--- config.mk ---
export PLATFORM = sky130hd
export DESIGN_NAME = msg_serialiser
export DESIGN_NICKNAME = d
export VERILOG_FILES = /design/src/rtl/msg_serialiser.sv
export SDC_FILE = /design/constraint.sdc
export NUM_CORES = 1
export LEC_CHECK = 0
export BUFFER_PORTS_ARGS = -buffer_cell sky130_fd_sc_hd__buf_2
export CAP_MARGIN = 20
export CORE_MARGIN = 2
export CORE_UTILIZATION = 46
export DETAILED_ROUTE_END_ITERATION = 10
export GPL_TIMING_DRIVEN = 0
export PLACE_DENSITY = 0.78
export SLEW_MARGIN = 20
export SYNTH_ARGS = -nofsm -noshare
export SYNTH_HDL_FRONTEND = slang
export SYNTH_SLANG_ARGS = --single-unit
--- constraint.sdc ---
create_clock -name clk -period 9.8 [get_ports clk]
set_input_delay 0 -clock clk [delete_from_list [all_inputs] [get_ports clk]]
set_output_delay 0 -clock clk [all_outputs]
set_load 0.02 [all_outputs]
--- src/rtl/msg_serialiser.sv ---
`default_nettype none
// ============================================================================
//  Module      : msg_serialiser
//  Description : Accepts a packed multi-word message in one handshake and
//                emits it one word at a time on a valid/ready stream, with an
//                optional header word and selectable word order.
//  Revision    : 1.0 - initial release
// ============================================================================
module msg_serialiser #(
    parameter int                   WORD_SIZE   = 8,
    parameter int                   MAX_WORDS   = 4,
    parameter bit                   MSB_FIRST   = 1'b0,
    parameter bit                   HEADER_EN   = 1'b0,
    parameter logic [WORD_SIZE-1:0] HEADER_WORD = WORD_SIZE'(8'hA5),
    localparam int                  LEN_W       = $clog2(MAX_WORDS + 1),
    localparam int                  IN_W        = WORD_SIZE * MAX_WORDS
) (
    input  logic                 clk,
    input  logic                 n_reset,
    input  logic [IN_W-1:0]      data_in,
    input  logic [LEN_W-1:0]     data_in_len,
    input  logic                 data_in_valid,
    output logic                 ready,
    output logic [WORD_SIZE-1:0] data_out,
    output logic                 data_out_valid,
    input  logic                 data_out_ready,
    output logic                 data_out_last,
    output logic                 len_err
);

    // Word index width; a single-word configuration still needs one bit.
    localparam int IDX_W = (MAX_WORDS > 1) ? $clog2(MAX_WORDS) : 1;

    typedef enum logic [1:0] {
        S_IDLE = 2'd0,
        S_HDR  = 2'd1,
        S_TX   = 2'd2
    } state_t;

    state_t                 r_state;
    state_t                 w_state_nxt;

    logic [IN_W-1:0]        r_data;        // captured message payload
    logic [WORD_SIZE-1:0]   r_data_out;
    logic                   r_last;
    logic [IDX_W-1:0]       r_cnt;         // index of the word currently presented
    logic [LEN_W-1:0]       r_remain;      // payload words not yet transferred
    logic                   r_len_err;

    logic [WORD_SIZE-1:0]   w_dout_nxt;
    logic                   w_last_nxt;
    logic [IDX_W-1:0]       w_cnt_nxt;
    logic [LEN_W-1:0]       w_remain_nxt;

    logic                   w_len_ok;
    logic                   w_accept;
    logic                   w_xfer;
    logic [IDX_W-1:0]       w_first_idx;
    logic [IDX_W-1:0]       w_cnt_step;
    logic [LEN_W-1:0]       w_len_m1;
    logic [LEN_W-1:0]       w_remain_dec;

    // Select word idx from a packed message; indices past the top word give 0.
    function automatic logic [WORD_SIZE-1:0] f_word(input logic [IN_W-1:0]  vec,
                                                    input logic [IDX_W-1:0] idx);
        logic [WORD_SIZE-1:0] word;
        word = '0;
        for (int i = 0; i < MAX_WORDS; i++) begin
            if (int'(idx) == i) begin
                word = vec[i*WORD_SIZE +: WORD_SIZE];
            end
        end
        return word;
    endfunction

    assign ready          = (r_state == S_IDLE);
    assign data_out_valid = (r_state != S_IDLE);
    assign data_out       = r_data_out;
    assign data_out_last  = r_last;
    assign len_err        = r_len_err;

    assign w_len_ok     = (data_in_len != '0) && (data_in_len <= LEN_W'(MAX_WORDS));
    assign w_accept     = ready && data_in_valid && w_len_ok;
    assign w_xfer       = data_out_valid && data_out_ready;
    assign w_len_m1     = data_in_len - LEN_W'(1);
    assign w_first_idx  = MSB_FIRST ? w_len_m1[IDX_W-1:0] : '0;
    assign w_cnt_step   = MSB_FIRST ? (r_cnt - IDX_W'(1)) : (r_cnt + IDX_W'(1));
    assign w_remain_dec = r_remain - LEN_W'(1);

    // Next-state and next output-word decode; registers only move on accept or transfer.
    always_comb begin
        w_state_nxt  = r_state;
        w_dout_nxt   = r_data_out;
        w_last_nxt   = r_last;
        w_cnt_nxt    = r_cnt;
        w_remain_nxt = r_remain;
        case (r_state)
            S_IDLE: begin
                if (w_accept) begin
                    w_cnt_nxt    = w_first_idx;
                    w_remain_nxt = data_in_len;
                    if (HEADER_EN) begin
                        w_state_nxt = S_HDR;
                        w_dout_nxt  = HEADER_WORD;
                        w_last_nxt  = 1'b0;
                    end else begin
                        w_state_nxt = S_TX;
                        w_dout_nxt  = f_word(data_in, w_first_idx);
                        w_last_nxt  = (data_in_len == LEN_W'(1));
                    end
                end
            end
            S_HDR: begin
                if (w_xfer) begin
                    w_state_nxt = S_TX;
                    w_dout_nxt  = f_word(r_data, r_cnt);
                    w_last_nxt  = (r_remain == LEN_W'(1));
                end
            end
            S_TX: begin
                if (w_xfer) begin
                    if (r_last) begin
                        w_state_nxt  = S_IDLE;
                        w_dout_nxt   = '0;
                        w_last_nxt   = 1'b0;
                        w_cnt_nxt    = '0;
                        w_remain_nxt = '0;
                    end else begin
                        w_cnt_nxt    = w_cnt_step;
                        w_remain_nxt = w_remain_dec;
                        w_dout_nxt   = f_word(r_data, w_cnt_step);
                        w_last_nxt   = (w_remain_dec == LEN_W'(1));
                    end
                end
            end
            default: begin
                w_state_nxt = S_IDLE;
            end
        endcase
    end

    // State register.
    always_ff @(posedge clk) begin
        if (!n_reset) begin
            r_state <= S_IDLE;
        end else begin
            r_state <= w_state_nxt;
        end
    end

    // Output word, last flag, index and remaining-count registers plus length-error pulse.
    always_ff @(posedge clk) begin
        if (!n_reset) begin
            r_data_out <= '0;
            r_last     <= 1'b0;
            r_cnt      <= '0;
            r_remain   <= '0;
            r_len_err  <= 1'b0;
        end else begin
            r_data_out <= w_dout_nxt;
            r_last     <= w_last_nxt;
            r_cnt      <= w_cnt_nxt;
            r_remain   <= w_remain_nxt;
            r_len_err  <= ready && data_in_valid && !w_len_ok;
        end
    end

    // Payload capture on accept so the source may change data_in afterwards.
    always_ff @(posedge clk) begin
        if (w_accept) begin
            r_data <= data_in;
        end
    end

endmodule
`default_nettype wire

==> qor.csv <==
stage,metric,value,unit
detailed_routing,initialDrtViolationCount,125,
timing,hold_violations,0,
timing,timing.fmax,482,MHz
detailed_routing,ant_nets,0,
layout,final_core_util,0.643,
global_routing,overflow,0,
timing,drv_slew,0,
global_routing,grt_max_degree,16,
worst_setup_path,required,10.04,ns
layout,nFillCells,346,
worst_setup_path,cp_num_buf_inv,3,
worst_setup_path,crit_slowest_cell,or3b_1,
layout,stdcell_area,0.00302,mm2
floorplanning,die_h,73.7,um
synth,synthTopCellsByCount,"edfxtp_1, a21oi_1, dfxtp_1, nand3b_1, inv_1",
synth,synth_area,0.00224,mm2
detailed_routing,first_pass_iters,4,
detailed_routing,routed_wl,5.50,mm
timing,tns,0,ns
layout,nets,323,
layout,diodes,0,
synth,ys_seq_area_frac,0.573,
timing,fin_crit_sh,0.212,
layout,drive_above_1_share,0.254,
synth,async_reset_ff_frac,0,
global_routing,grt_pass1_vias,1903,
detailed_routing,vias,1922,
worst_setup_path,r2r-start,r_cnt[0],
synth,syn_area_per_cell,12.0,um2
clock_tree,clk_pin_slew,0.09,ns
worst_hold_path,min_path_type,in -> reg,
synth,synth_seq_cells,48,
synth,synthTopCellsByArea,"edfxtp_1, dfxtp_1, nand3b_1, a21oi_1, o311a_1",
timing,fin_crit,2.07,ns
worst_setup_path,arrival,2.31,ns
worst_setup_path,critPathLaunch,r_cnt[0],
synth,synth_cells,186,
floorplanning,die_area,0.00544,mm2
worst_setup_path,cp_max_fo,9,
synth,yosys.area.top_type_share,0.430,
clock_tree,clock-sinks,48,
synth,synth_most_common_cell,edfxtp_1,
timing,finalSetupViolCount,0,
timing,tightest_slew,0.731,ns
power,peakVddDrop,0.0000928,V
synth,synth_edf_count,32,
placed_design,gp_congestion,0.879,
clock_tree,cts_resized,0,
placed_design,place_area,0.00259,mm2
worst_setup_path,r2r_end,data_out[1],
timing,fin_skew,0.0143,ns
clock_tree,cts_root_buf,clkbuf_8,
worst_setup_path,crit_type,reg -> reg,
synth,synth_ff_type,edfxtp_1,
worst_setup_path,cpPeakStageDelay,0.40,ns
worst_setup_path,crit_cells,7,
timing,timing.slew.headroom,0.509,
clock_tree,cts_setup_buffers,0,
detailed_routing,viasPerCell,5.77,
detailed_routing,post_drt_wl_per_cell,16.5,um
clock_tree,cts-htree-levels,2,
clock_tree,clock_latency,0.31,ns
worst_setup_path,critPathCaptureType,flop,
worst_setup_path,cp-endpoint,data_out[1],
detailed_routing,drc,0,
floorplanning,placementRows,25,
worst_setup_path,crit_path_start_kind,flop,
worst_setup_path,cp_top_family,compound AO/OA/AOI/OAI gates,
run_status,outcome,finished clean,
timing,rsz0062_at_grt,false,
placed_design,dp_hpwl,3.72,mm
layout,syn2layout_area_growth,34.9,%
clock_tree,cts_tree,built,
flow_run,maxCapViolCount,0,
placed_design,io_buffer_count,50,
synth,yosysTopAreaCell,edfxtp_1,
floorplanning,die_w,73.7,um
worst_setup_path,r2r_setup_slack,7.73,ns
power,leakage,1.18,nW
synth,syn-num-nets,231,
worst_setup_path,path_cells,inv_1 -> ha_1 -> clkbuf_1 -> or3b_1 -> clkbuf_1 -> a221oi_1 -> o311a_1,
synth,synth_warnings,0,
synth,ys_types,38,
floorplanning,initial_utilization,0.477,
clock_tree,clock_path_buffers,2,
worst_setup_path,r2r.worst_path.cells,7,
global_routing,grt_antenna_before_repair,0,
global_routing,grt_util_all_layers,0.218,
power,power_density,154,mW/mm2
floorplanning,core-area,0.00469,mm2
worst_setup_path,cpMostUsedCell,clkbuf_1,
clock_tree,cts_buffers,5,
global_routing,grt_pass1_wl,8.72,mm
floorplanning,ios,51,
## metrics by stage
stage / power, mW / cells / worst slack (ns) / hold WS (ns)
2_1_floorplan: 0.289 / 186 / 6.38 / 0.0989
3_3_place_gp: 0.313 / 290 / 5.52 / 0.177
3_5_place_dp: 0.316 / 293 / 7.80 / 0.178
4_1_cts: 0.465 / 333 / 7.76 / 0.00561
5_1_grt: 0.484 / 333 / 7.57 / 0.0233
6_report: 0.465 / 333 / 7.73 / 0.0106
## worst min-delay path: cells and delay by family
| kind | cells | cell delay [ns] |
|---|---|---|
| buffers and inverters | 1 | 0.12 |
| AND/OR/NAND/NOR | 1 | 0.08 |
| multiplexers | 1 | 0.06 |
## area by class of cell
class                   instances  area, um2  area share
well taps                      54       67.6      0.0224
repair buffers                 85        597       0.198
multi-input cells             108        825       0.273
flip-flops and latches         48       1280       0.425
clock inverters                 3       42.5      0.0141
inverters                      14       52.6      0.0174
plain buffers                  16       83.8      0.0278
clock buffers                   5       68.8      0.0228
## how the worst min path moves through the flow
stage	from	cells past startpoint	to
5_1_grt	n_reset	3	r_cnt[1]
3_3_place_gp	data_in[22]	1	r_data[22]
3_5_place_dp	data_in[25]	1	r_data[25]
4_1_cts	n_reset	3	r_cnt[1]
6_report	n_reset	3	r_cnt[1]
2_1_floorplan	data_in[0]	0	r_data[0]
## per-layer routing
layer	up-vias	part of all wire	track usage
met4	0	0.021	0.0990
met3	11	0.064	0.0480
met5	-	0	0
li1	911	-	-
met2	92	0.51	0.370
met1	908	0.41	0.263
## cells in the final DEF (no fill, tap or decap), types with 2 or more instances in the layout
cell type      instances
ha_1                   6
clkbuf_1               8
nor2b_1                2
inv_1                 14
a311o_2                3
nand2_1                2
nor2_1                 8
nand3b_1              16
a211oi_1               5
a311o_1                5
a221oi_1               8
buf_2                 53
a311oi_1               4
nand2b_1               3
o311a_1                8
buf_6                  2
buf_1                  2
o31ai_1                2
edfxtp_1              32
buf_4                  2
a2bb2oi_1              2
dfxtp_1               16
clkbuf_8               5
a21oi_1               18
o21a_1                 2
dlygate4sd3_1         32
## state kept, by name, summed over array words and instances, names as in the netlist
signal,count
r_data,32
data_out_last,1
r_remain,3
r_state,1
r_cnt,2
len_err,1
data_out,8
## cells by family after synthesis
family | synth area share
compound gates | 0.213
xor+xnor | 0.00392
fa+ha+maj | 0.0336
buf+inv | 0.0610
flops | 0.573
mux | 0.00447
simple gates | 0.111
## repair_timing
item | 4_1_cts | 5_1_grt
hold buffers | 32 | 0
hold endpoints to repair | 32 | 0
endpoints found under the setup margin | 0 | 0
## report_power, final
group / internal (mW) / switching, mW / total, mW
Combinational: 0.0408 / 0.0444 / 0.0852
Sequential: 0.231 / 0.00607 / 0.237
Clock: 0.0756 / 0.0669 / 0.143
Power figures use the tool's default switching activity.
